`config.mk`:
```
export PLATFORM = sky130hd
export DESIGN_NAME = fetch_queue
export DESIGN_NICKNAME = d
export VERILOG_FILES = /design/src/rtl/pipe_pkg.sv /design/src/rtl/fetch_fifo.sv /design/src/rtl/fetch_queue.sv
export SDC_FILE = /design/constraint.sdc
export NUM_CORES = 1
export LEC_CHECK = 0
export BUFFER_PORTS_ARGS = -buffer_cell sky130_fd_sc_hd__buf_2
export CAP_MARGIN = 20
export CORE_MARGIN = 4
export CORE_UTILIZATION = 25
export CTS_CLUSTER_DIAMETER = 120
export DETAILED_ROUTE_END_ITERATION = 12
export GPL_TIMING_DRIVEN = 0
export PLACE_DENSITY_LB_ADDON = 0.12
export RECOVER_POWER = 100
export SETUP_SLACK_MARGIN = 0.2
export SKIP_LAST_GASP = 1
export SLEW_MARGIN = 0
export SYNTH_ARGS = -nofsm -noshare
export SYNTH_HDL_FRONTEND = slang
export SYNTH_SLANG_ARGS = --single-unit
export TNS_END_PERCENT = 20
```
`constraint.sdc`:
```
create_clock -name clk -period 9.8 [get_ports clk]
set_clock_uncertainty 0.05 [all_clocks]
set_input_delay 1.96 -clock clk [delete_from_list [all_inputs] [get_ports clk]]
set_output_delay 1.96 -clock clk [all_outputs]
set_load 0.02 [all_outputs]
```
`src/rtl/pipe_pkg.sv`:
```
// Shared pipeline types and widths for the fetch and IF/ID stages.
package pipe_pkg;

  localparam int unsigned PC_W     = 12;
  localparam int unsigned INST_W   = 19;
  localparam logic [PC_W-1:0] RESET_PC = PC_W'(0);

  typedef struct packed {
    logic [PC_W-1:0]   pc;
    logic [INST_W-1:0] instruction;
  } fetch_entry_t;

endpackage

```
`src/rtl/fetch_fifo.sv`:
```
// Synchronous FIFO holding fetched entries; flush beats push/pop, reset clears storage.
module fetch_fifo #(
  parameter int unsigned DEPTH = 4,
  parameter int unsigned W     = 8,
  localparam int unsigned CNT_W = $clog2(DEPTH) + 1
) (
  input  logic             clk,
  input  logic             reset,
  input  logic             flush,
  input  logic             push,
  input  logic [W-1:0]     push_data,
  input  logic             pop,
  output logic [W-1:0]     head_data,
  output logic [CNT_W-1:0] count,
  output logic             full,
  output logic             empty
);

  localparam int unsigned PTR_W = $clog2(DEPTH);

  logic [W-1:0]     mem [DEPTH];
  logic [PTR_W-1:0] rd_ptr;
  logic [PTR_W-1:0] wr_ptr;
  logic             pop_eff;

  assign empty     = (count == CNT_W'(0));
  assign full      = (count == CNT_W'(DEPTH));
  assign pop_eff   = pop && !empty;
  assign head_data = mem[rd_ptr];

  always_ff @(posedge clk) begin
    if (reset) begin
      rd_ptr <= '0;
      wr_ptr <= '0;
      count  <= '0;
      for (int i = 0; i < int'(DEPTH); i++) mem[i] <= '0;
    end else if (flush) begin
      rd_ptr <= '0;
      wr_ptr <= '0;
      count  <= '0;
    end else begin
      if (push) begin
        mem[wr_ptr] <= push_data;
        wr_ptr      <= wr_ptr + PTR_W'(1);
      end
      if (pop_eff) rd_ptr <= rd_ptr + PTR_W'(1);
      count <= count + CNT_W'(push) - CNT_W'(pop_eff);
    end
  end

  // Upstream credit accounting must make overflow impossible.
  always_ff @(posedge clk) begin
    if (!reset && !flush) assert (!(push && full));
  end

endmodule

```
`src/rtl/fetch_queue.sv`:
```
// Fetch stage: owns the PC, issues 1-cycle-latency imem reads and buffers results for decode.
module fetch_queue
  import pipe_pkg::*;
#(
  parameter int unsigned DEPTH = 4
) (
  input  logic              clk,
  input  logic              reset,
  input  logic              redirect_valid,
  input  logic [PC_W-1:0]   redirect_pc,
  output logic              imem_req,
  output logic [PC_W-1:0]   imem_addr,
  input  logic [INST_W-1:0] imem_rdata,
  output logic              out_valid,
  output logic [INST_W-1:0] out_instruction,
  output logic [PC_W-1:0]   out_pc,
  input  logic              out_ready
);

  localparam int unsigned CNT_W = $clog2(DEPTH) + 1;
  localparam int unsigned ENT_W = $bits(fetch_entry_t);

  logic [PC_W-1:0]  fetch_pc;
  logic             inflight;
  logic [PC_W-1:0]  inflight_pc;
  logic [CNT_W-1:0] fifo_count;
  logic             fifo_full;
  logic             fifo_empty;
  logic             credit_ok;
  fetch_entry_t     push_entry;
  fetch_entry_t     head_entry;

  // Credits count the inflight read so a same-cycle pop never matters.
  assign credit_ok = !fifo_full &&
                     ((32'(fifo_count) + 32'(inflight)) < 32'(DEPTH));
  assign imem_req  = !reset && (redirect_valid || credit_ok);
  assign imem_addr = redirect_valid ? redirect_pc : fetch_pc;

  always_ff @(posedge clk) begin
    if (reset) begin
      fetch_pc    <= RESET_PC;
      inflight    <= 1'b0;
      inflight_pc <= '0;
    end else if (redirect_valid) begin
      fetch_pc    <= redirect_pc + PC_W'(1);
      inflight    <= 1'b1;
      inflight_pc <= redirect_pc;
    end else if (credit_ok) begin
      fetch_pc    <= fetch_pc + PC_W'(1);
      inflight    <= 1'b1;
      inflight_pc <= fetch_pc;
    end else begin
      inflight    <= 1'b0;
    end
  end

  assign push_entry.pc          = inflight_pc;
  assign push_entry.instruction = imem_rdata;

  fetch_fifo #(
    .DEPTH (DEPTH),
    .W     (ENT_W)
  ) u_fifo (
    .clk       (clk),
    .reset     (reset),
    .flush     (redirect_valid),
    .push      (inflight),
    .push_data (push_entry),
    .pop       (out_valid && out_ready),
    .head_data (head_entry),
    .count     (fifo_count),
    .full      (fifo_full),
    .empty     (fifo_empty)
  );

  assign out_valid       = !fifo_empty;
  assign out_pc          = head_entry.pc;
  assign out_instruction = head_entry.instruction;

endmodule

```
# Word level (Yosys, flattened, before mapping)
# Memory sizes are Yosys's and may differ from the RTL's. A register that Yosys moved wholly into a read port is not among the register bits.
# Index checks and enable logic that the tools add are counted.
[classes] add_sub_neg=7 n_lt_le_gt_ge=1 eq_ne=1 n_mux=18 n_reduce_logical=12
[ops] op="$mux W12" n=5
[ops] op="$mux W31" n=1
[ops] op="$reduce_or A31 Y1" n=1
[ops] op="$add A12 B1 Y12 const B" n=2
[ops] op="$mux W1" n=9
[ops] op="$mux W2" n=3
[ops] op="$add A2 B1 Y2 const B" n=2
[ops] op="$add A3 B1 Y4" n=1
[ops] op="$logic_and A1 B1 Y1" n=4
[ops] op="$lt A4 B3 Y1 const B" n=1
[ops] op="$add A3 B1 Y3" n=1
[ops] op="$eq A3 B3 Y1 const B" n=1
[ops] op="$logic_not A1 Y1" n=3
[ops] op="$logic_not A3 Y1" n=1
[ops] op="$sub A3 B1 Y3" n=1
[ops] op="$reduce_bool A2 Y1" n=1
[ops] op="$reduce_or A2 Y1" n=1
[ops] op="$logic_or A1 B1 Y1" n=1
[word_totals] register_bits=32 ram_bits=124 in_bits=35 output_inout_bits=45 memories=1
[mem_list] name="u_fifo.mem" depth=4 width=31 rd=1 rd_ports_with_merged_regs=1 wr=4 line="fetch_fifo.sv:21" source="logic [W-1:0] mem [DEPTH];"

# Longest topological paths before layout
# Gate-level depths: netlist (run 1).
[logic_depth] word_depth=6 mapped_depth=10 ltp_nobuf=9

# Hierarchy
# From an unflattened synthesis (run 1), not the netlist that was laid out.
[unflattened] hier_cells=547 area_unflattened_um2=7492.2
[modules_own_cells] mod="fetch_fifo" instances=1 cells_per_inst=388 area_each_um2=6018.3
[modules_own_cells] mod="fetch_queue" instances=1 cells_per_inst=159 area_each_um2=1473.9

# Worst setup path before layout (run 1)
# OpenSTA, ideal clock, no wires.
[synth_path] path_kind="input to register" start="input redirect_valid" end="memory u_fifo.mem[3][0] (netlist name) (enable)" setup_ns=0.462 arrival_time_ns=4.743 t_required_ns=9.288 slack_ns=4.545 stages=5 cell_sequence="buf_6 -> buf_6 -> buf_2 -> nand2b_1 -> o21ai_0"
[synth_rtl] element="start, declared" line="fetch_queue.sv:9" source="input logic redirect_valid,"
[synth_rtl] element="end, declared" line="fetch_fifo.sv:21"

# Final worst setup path (run 1)
[layout_path] start="input redirect_valid" end="output imem_req"
[layout_via] elab_chain_cells=2
[layout_rtl] element="$logic_or A1 B1 Y1" line="fetch_queue.sv:36" source="assign imem_req = !reset && (redirect_valid || credit_ok);"
[layout_rtl] element="$logic_and A1 B1 Y1" line="fetch_queue.sv:36"
[layout_rtl] element="end, declared" line="fetch_queue.sv:11" source="output logic imem_req,"
# Every way passes these cells.

==> flow_summary.ini, run 1 <==
[floorplanning]
die_w_um = 176
ioPinCount = 80
rows = 61
fp.dieArea_um2 = 31100
die_y_um = 176
initial_core_util_pct = 25.4
core_um2 = 27900

[logic_synthesis]
synthesis.area_um2 = 7080
synth_adder_area_share_pct = 0.990
synth_compound_area_share_pct = 3.43
synth_top_area_share_pct = 52.6
ys_warn_count = 0
synth_top_family_by_area = simple AND/OR/NAND/NOR gates
synth_nets = 545
ys_ff_latch = 158
yosys-top-cells-area = edfxtp_1 (53%), mux4_2 (9.9%), dfxtp_1 (9.6%), and2_1 (8.4%), and3_1 (2.9%)
syn_area_per_cell_um2 = 14.0
syn_inst = 505
synth_area_leader_cell = edfxtp_1
synth_xor_area_share_pct = 1.86
synthSimpleGateAreaFrac_pct = 16.7
ys_types = 43
synth.area.mux_share_pct = 11.5
synth-seq-area-share_pct = 62.2

[worst_setup_path]
crit_arrival_ns = 4.41
worstPathRequired_ns = 7.79
max_stage_delay_ns = 0.56
cp_slowest_cell = clkbuf_1
crit_fanout = 10
crit_path_cell_trace = clkbuf_1 > clkbuf_1 > clkbuf_1 > nor2_1 > clkbuf_1 > nor2_1 > clkbuf_1
critPathLaunchType = input port
startpoint = redirect_valid
r2r_slack_ns = 5.55
cp_num_buf_inv = 5
r2r_end = u_fifo.mem[3][28]$_DFFE_PP_
ff2ff_path_depth = 4
setup.worst_path.class = input port to output port
end_kind = output port
path_common_cell = clkbuf_1
r2r_start = inflight$_SDFF_PP0_
worst_path_dominant_cell_family = buffers and inverters

[finish]
nets = 643
layout-drive-gt1-share_pct = 17.9
stdcell_count = 994
antenna_cells = 0
layout_commonest_cell = edfxtp_1
fin_area_um2 = 8430
area_growth_pct = 19.1
final_cell_mix = edfxtp_1 (124), clkbuf_1 (72), and2_0 (51)

[hold_path]
holdPathStages = 2
whs_endpoint = fetch_pc[6]$_SDFFE_PP0P_
min_from = fetch_pc[6]$_SDFFE_PP0P_
min-delay-path-class = register to register

[pwr]
power.switching_uw = 423
switching_share_pct = 26.4
clkPwrFrac_pct = 42.4
p_comb_share_pct = 9.3
powerDensity_nw_per_um2 = 190
p_leak_nw = 3.14
power_frac_seq_pct = 48.3
p_int_mw = 1.18
ir_worst_vdd_mv = 0.0873

[global_routing]
grt_pass1_vias = 4520
grtUsageMet1_pct = 15.7
overflow = 0
grtUsageMet3_pct = 2.87
met2_usage_pct = 19.5
grt_usage_pct = 11.7
grt_busiest_layer = met2
antenna_found_initial = 0
grt_pass1_wl_mm = 27.6
grt_max_degree = 32

[sta]
min_period_ns = 6.42
hold_ws_ns = 0.418
tns_ns = 0
drv_slew = 114
slew_headroom_pct = -106
timing_worst_slew_pin_value_ns = 3.06
timing.fmax_ghz = 0.156
rsz0062_at_grt = false
setup_viol = 0
hold_violations = 0
finalCritPeriodShare_pct = 65.5

[placement]
dpl_cell_area_um2 = 7980
place_inst = 962
place_hpwl_mm = 11.7
place.gp.congestion = 0.764
portBuffers = 78

[flow_run]
maxCapViolations = 4

[clock_network]
cts_tree = yes
clock_sinks = 158
clockBufferDepth = 2
root_buffer = clkbuf_16
clk_latency_ns = 0.42
numCtsBuffers = 17
path_clk_slew_ns = 0.07
htreeDepth = 4
cts_resized = 0
postCtsHoldBufs = 0
post_cts_buffers = 0

[routing]
antenna_left = 0
viasPerCell = 4.31
drt_iter0_markers = 188
wl_per_cell_um = 18.0
vias = 4280
drtPass1Iterations = 5
drc = 0
wl_mm = 17.9

[run_status]
status = finished, violations left
violations = capacitance limit, slew limit
==> cell type report <==
cell class	instances	area, um^2
clock inverters	15	185
well taps	378	473
fillers	2871	19400
flip-flops and latches	158	4400
plain buffers	34	135
repair buffers	79	345
multi-input cells	300	2410
clock buffers	17	425
inverters	13	48.8
==> worst max path at each step <==
stage          depth (start not counted)                          end
5_1_grt                                6  u_fifo.mem[3][30]$_DFFE_PP_
3_3_place_gp                           5   u_fifo.mem[3][9]$_DFFE_PP_
2_1_floorplan                          5   u_fifo.mem[3][0]$_DFFE_PP_
4_1_cts                                7                     imem_req
6_report                               7                     imem_req
3_5_place_dp                           7                     imem_req
==> cell families (layout without fill, tap and decap cells) <==
group | after synthesis | in the layout
and+or+nand+nor | 204 | 204
xor gates and xnor gates | 15 | 15
adders and majority gates | 5 | 5
AOI/OAI and AO/OA | 34 | 34
buffers and inverters | 47 | 158
muxes | 42 | 42
DFF | 158 | 158
==> cells in the mapped netlist (all sizes together) <==
library cell  count
a211oi           12
a21o              1
a21oi            11
and2             95
and3             33
buf              13
clkbuf           21
dfxtp            34
edfxtp          124
fa                1
ha                4
inv              13
mux2              3
mux2i             8
mux4             31
nand2            22
nand2b            3
nand3             7
nand3b            1
nand4             3
nand4b            1
nor2             26
nor3              5
nor3b             1
o211a             1
o211ai            1
o21a              1
o21ai             4
o22ai             1
o31ai             2
or2               5
or3               2
xnor2            11
xor2              4
==> power by group through the flow <==
stage / Clock [mW] / Combinational, mW / Sequential (mW)
6_report: 0.679 / 0.148 / 0.773
5_1_grt: 0.723 / 0.165 / 0.778
4_1_cts: 0.698 / 0.162 / 0.773
3_5_place_dp: 0 / 0.161 / 0.788
3_3_place_gp: 0 / 0.158 / 0.786
2_1_floorplan: 0 / 0.104 / 0.781
==> registers in the layout, indices dropped and copies added, names as in the netlist, named ones only <==
signal / flops
inflight_pc: 12
fetch_pc: 12
u_fifo.mem: 124
u_fifo.wr_ptr: 2
u_fifo.count: 3
u_fifo.rd_ptr: 2
inflight: 1
==> metrics by stage <==
stage / utilization (%) / power (mW) / setup slack, ns
CTS: 30.8 / 1.63 / 4.49
global placement: 28.5 / 0.945 / 2.10
detailed placement: 28.6 / 0.949 / 4.49
global route: 30.3 / 1.67 / 3.01
finish: 30.3 / 1.60 / 3.38
floorplan: - / 0.885 / 4.55
==> routing by layer <==
metal | vias to the layer above | share of wire (%)
met5 | - | 0
met4 | 0 | 0.70
met3 | 12 | 4.6
met2 | 91 | 49
met1 | 2146 | 46
li1 | 2031 | -
==> tightest hold or removal path: stages, from the launching register on <==
cell and delay, ns:
dfxtp_1 0.32, nand2_1 0.06, a21oi_1 0.05
Note: power is estimated with default switching activity, not from simulation.
==> run 2: changes to the inputs <==
==> constraint.sdc (replaced) <==
create_clock -name clk -period 5.35 [get_ports clk]
set_clock_uncertainty 0.05 [all_clocks]
set_input_delay 1.07 -clock clk [delete_from_list [all_inputs] [get_ports clk]]
set_output_delay 1.07 -clock clk [all_outputs]
set_load 0.02 [all_outputs]
==> run 2 against run 1 <==
The run still ends with capacitance limit, slew limit left. Power grew 83%. Combinational power grew 85%. Utilization grew 0.076 points. Critical path depth is the same. Wire length shrank 0.13%. Sequential power grew 84%. Worst hold slack is essentially flat. Sequential cell count is the same. Global-route usage is the same. Critical path type unchanged. Largest cell class unchanged.
==> flow_summary.ini, run 2 (synthesis results as in run 1) <==
[pwr]
p_leak_nw = 3.16
powerDensity_nw_per_um2 = 347
ir_worst_vdd_mv = 0.160

[finish]
multi_input_comb_area_um2 = 2410
antenna_cells = 0
regMostFlops = u_fifo.mem
n_fill_cell = 2871
nets = 643
layout_commonest_cell = edfxtp_1
largest_reg_flops = 124
regArea_um2 = 4400
final_util_pct = 30.3
fin_area_um2 = 8450
layout-drive-gt1-share_pct = 18.0
final_cell_mix = edfxtp_1 (124), clkbuf_1 (70), and2_0 (51)
area_growth_pct = 19.4
stdcell_count = 994
top_regs = u_fifo.mem: 124 flops, fetch_pc: 12 flops, inflight_pc: 12 flops

[placement]
portBuffers = 78
place_hpwl_mm = 11.7
place.gp.congestion = 0.764
dpl_cell_area_um2 = 7980
place_inst = 962

[floorplanning]
core_um2 = 27900
die_w_um = 176
ioPinCount = 80
initial_core_util_pct = 25.4
die_y_um = 176
rows = 61
fp.dieArea_um2 = 31100

[clock_network]
cts_resized = 0
clk_latency_ns = 0.42
post_cts_buffers = 0
numCtsBuffers = 17
clock_sinks = 158
root_buffer = clkbuf_16
htreeDepth = 4
postCtsHoldBufs = 0
cts_tree = yes
clockBufferDepth = 2
path_clk_slew_ns = 0.07

[sta]
min_period_ns = 4.28
drv_slew = 113
rsz0062_at_grt = false
hold_violations = 0
finalCritPeriodShare_pct = 80.1
setup_viol = 0
timing_worst_slew_pin_value_ns = 2.13
timing.fmax_ghz = 0.233
tns_ns = 0
slew_headroom_pct = -43.3

[global_routing]
grt_pass1_wl_mm = 27.6
grt_usage_pct = 11.7
grt_pass1_vias = 4520
antenna_found_initial = 0
overflow = 0
grt_max_degree = 32

[routing]
viasPerCell = 4.29
drc = 0
wl_mm = 17.9
wl_per_cell_um = 18.0
drtPass1Iterations = 4
drt_iter0_markers = 196
antenna_left = 0
vias = 4268

[worst_setup_path]
worstPathRequired_ns = 4.23
critPathLaunchType = input port
startpoint = redirect_valid
r2r_slack_ns = 2.28
r2r_end = u_fifo.mem[2][6]$_SDFFCE_PN0P_
crit_arrival_ns = 3.16
ff2ff_path_depth = 4
r2r_start = inflight$_SDFF_PP0_
crit_fanout = 10
endpoint = imem_req
setup.worst_path.class = input port to output port
end_kind = output port

[hold_path]
min-delay-path-class = register to register
min_from = fetch_pc[6]$_SDFFE_PP0P_

[flow_run]
maxCapViolations = 4

[run_status]
status = finished, violations left
violations = capacitance limit, slew limit
==> run 2: cell count changes in the layout (fill, tap and decap cells not counted) <==
cell | previous run | this run
a21oi_2 | 1 | 0
or2_0 | 3 | 0
o21ai_0 | 4 | 3
or2_1 | 1 | 4
buf_2 | 39 | 40
o21ai_1 | 0 | 1
buf_16 | 0 | 1
clkbuf_1 | 72 | 70
a21oi_1 | 10 | 11
==> run 2: area by class of cell <==
class | count | area share, %
tap | 378 | 5.60
inverter | 13 | 0.577
sequential | 158 | 52.1
clock inverter | 15 | 2.19
timing repair buffer | 79 | 4.37
clock buffer | 17 | 5.03
multi-input combinational | 300 | 28.5
buffer | 34 | 1.61
==> run 2: per-layer routing <==
layer  GRT usage [%]  up-vias  wire length, um
met1            15.7     2127             8130
li1                -     2029                -
met2            19.5       98             8790
met5               0        -                0
met3            2.87       14              843
met4            2.34        0              136
==> run 2: worst max-delay path, stage by stage <==
cell	delay (ns)
clkbuf_1	0.48
clkbuf_1	0.55
buf_2	0.36
nor2_1	0.16
buf_4	0.21
nor2_1	0.08
clkbuf_1	0.24
==> run 2: how the worst min path moves through the flow <==
stage                     cells after the start                  endpoint  slack [ns]
after floorplan                               2  fetch_pc[6]$_SDFFE_PP0P_        0.38
after global placement                        2  fetch_pc[6]$_SDFFE_PP0P_        0.40
after CTS                                     2  fetch_pc[6]$_SDFFE_PP0P_        0.42
after global routing                          2  fetch_pc[6]$_SDFFE_PP0P_        0.44
after detailed placement                      2  fetch_pc[6]$_SDFFE_PP0P_        0.41
final                                         2  fetch_pc[6]$_SDFFE_PP0P_        0.42
==> run 2: power breakdown <==
part / total, mW / switching [mW] / internal (mW)
registers: 1.42 / 0.0297 / 1.39
logic: 0.274 / 0.174 / 0.0995
clock network: 1.24 / 0.568 / 0.674
total: 2.93 / 0.772 / 2.16
==> run 2: metrics by stage <==
step	power (mW)	hold WS [ns]	setup slack, ns
global route	3.05	0.441	0.957
detailed placement	1.74	0.406	1.80
global placement	1.73	0.399	-1.46
floorplan	1.62	0.381	0.985
finish	2.93	0.418	1.07
CTS	2.99	0.418	1.82
==> run 3: changes to the inputs <==
==> constraint.sdc (replaced) <==
create_clock -name clk -period 3.9 [get_ports clk]
set_clock_uncertainty 0.05 [all_clocks]
set_input_delay 0.78 -clock clk [delete_from_list [all_inputs] [get_ports clk]]
set_output_delay 0.78 -clock clk [all_outputs]
set_load 0.02 [all_outputs]
==> run 3 against run 2 <==
The run still ends with capacitance limit, slew limit left. Worst setup slack got worse by 0.41 ns. Sequential cell count stayed put. First-iteration DRC count increased by 11%. Die area did not move. Wire length up 2.1%. Utilization shrank 0.12 points. Non-clock buffer count unchanged. Combinational power up 39%. Largest cell class unchanged.
==> flow_summary.ini, run 3 (synthesis results as in run 1) <==
[run_status]
status = finished, violations left
violations = capacitance limit, slew limit

[floorplanning]
fp.dieArea_um2 = 31100
rows = 61
core_um2 = 27900
die_w_um = 176
die_y_um = 176
initial_core_util_pct = 25.4
ioPinCount = 80

[clock_network]
path_clk_slew_ns = 0.07
htreeDepth = 4
clk_latency_ns = 0.42
clock_sinks = 158
cts_resized = 0
post_cts_buffers = 0
root_buffer = clkbuf_16
postCtsHoldBufs = 0
cts_tree = yes
clockBufferDepth = 2
numCtsBuffers = 17

[global_routing]
grt_usage_pct = 12.1
grt_pass1_wl_mm = 28.0
antenna_found_initial = 0
overflow = 0
grt_max_degree = 32
grt_pass1_vias = 4710

[placement]
place.gp.congestion = 0.721
portBuffers = 78
place_inst = 962
place_hpwl_mm = 11.7
dpl_cell_area_um2 = 7970

[pwr]
p_leak_nw = 3.14
ir_worst_vdd_mv = 0.192
powerDensity_nw_per_um2 = 470
power_mw = 3.96

[worst_setup_path]
cp_slowest_cell = clkbuf_1
critPathLaunchType = register
setup.worst_path.class = register to output port
path_common_cell = clkbuf_1
end_kind = output port
crit_fanout = 10
crit_path_cell_trace = clkbuf_1 > mux4_2 > clkbuf_1
max_stage_delay_ns = 0.72
worstPathRequired_ns = 3.07
crit_arrival_ns = 2.41
ff2ff_path_depth = 4

[routing]
viasPerCell = 4.36
antenna_left = 0
wl_per_cell_um = 18.4
drc = 0
vias = 4337
drtPass1Iterations = 4
drt_iter0_markers = 218
wl_mm = 18.3

[flow_run]
maxCapViolations = 1

[finish]
fin_area_um2 = 8420
n_fill_cell = 2860
nets = 643
layout-drive-gt1-share_pct = 18.3
layout_commonest_cell = edfxtp_1
largest_reg_flops = 124
final_cell_mix = edfxtp_1 (124), clkbuf_1 (70), and2_0 (51)
top_regs = u_fifo.mem: 124 flops, fetch_pc: 12 flops, inflight_pc: 12 flops
antenna_cells = 0
area_growth_pct = 18.9
stdcell_count = 994
regMostFlops = u_fifo.mem

[hold_path]
holdPathStages = 2
min-delay-path-class = register to register

[sta]
drv_slew = 11
min_period_ns = 3.24
slew_headroom_pct = -40.5
finalCritPeriodShare_pct = 83.1
timing.fmax_ghz = 0.309
setup_viol = 0
hold_violations = 0
rsz0062_at_grt = false
timing_worst_slew_pin_value_ns = 2.09
## run 3: per-stage QoR
step / worst slack, ns / utilization [%] / TNS [ns] / hold slack (ns)
after floorplan: 0.662 / - / 0 / 0.381
after global placement: -0.919 / 28.5 / -28.36 / 0.400
after detailed placement: 0.563 / 28.6 / 0 / 0.405
after CTS: 0.882 / 30.7 / 0 / 0.415
after global routing: 0.424 / 30.2 / 0 / 0.449
final: 0.660 / 30.2 / 0 / 0.412
## run 3: layout make-up
cell class	instances	area (um^2)	area share (%)
Inverter	13	48.8	0.580
Buffer	34	150	1.78
Clock buffer	19	433	5.14
Multi-Input combinational cell	300	2410	28.6
Timing Repair Buffer	79	360	4.28
Tap cell	378	473	5.62
Sequential cell	158	4400	52.3
Clock inverter	13	140	1.66
## run 3: worst paths after layout
kind                            slack (ns)                     start                         end
worst min-delay path                  0.41  fetch_pc[6]$_SDFFE_PP0P_    fetch_pc[6]$_SDFFE_PP0P_
worst max register to register        0.71       inflight$_SDFF_PP0_  u_fifo.mem[3][1]$_DFFE_PP_
worst max-delay path                  0.66                  register                   out_pc[9]
worst min register to register        0.41  fetch_pc[6]$_SDFFE_PP0P_    fetch_pc[6]$_SDFFE_PP0P_
## run 3: power breakdown
group	leakage [nW]	internal (mW)	total (mW)	switching, mW
sequential	1.56	1.90	1.94	0.0413
combinational	1.31	0.137	0.380	0.243
clock	0.267	0.945	1.64	0.691
## run 3: layer usage
| metal | GRT usage (%) | share of wire, % | vias to the layer above |
|---|---|---|---|
| li1 | - | - | 2036 |
| met1 | 15.5 | 45 | 2193 |
| met2 | 20.4 | 49 | 90 |
| met3 | 2.96 | 4.2 | 18 |
| met4 | 3.38 | 1.0 | 0 |
| met5 | 0 | 0 | - |
## run 3: worst max-delay path, delay by kind of cell (launching register included)
kind / cells / cell delay (ns)
flops: 1 / 0.45
buf+inv: 2 / 0.91
mux: 1 / 0.63
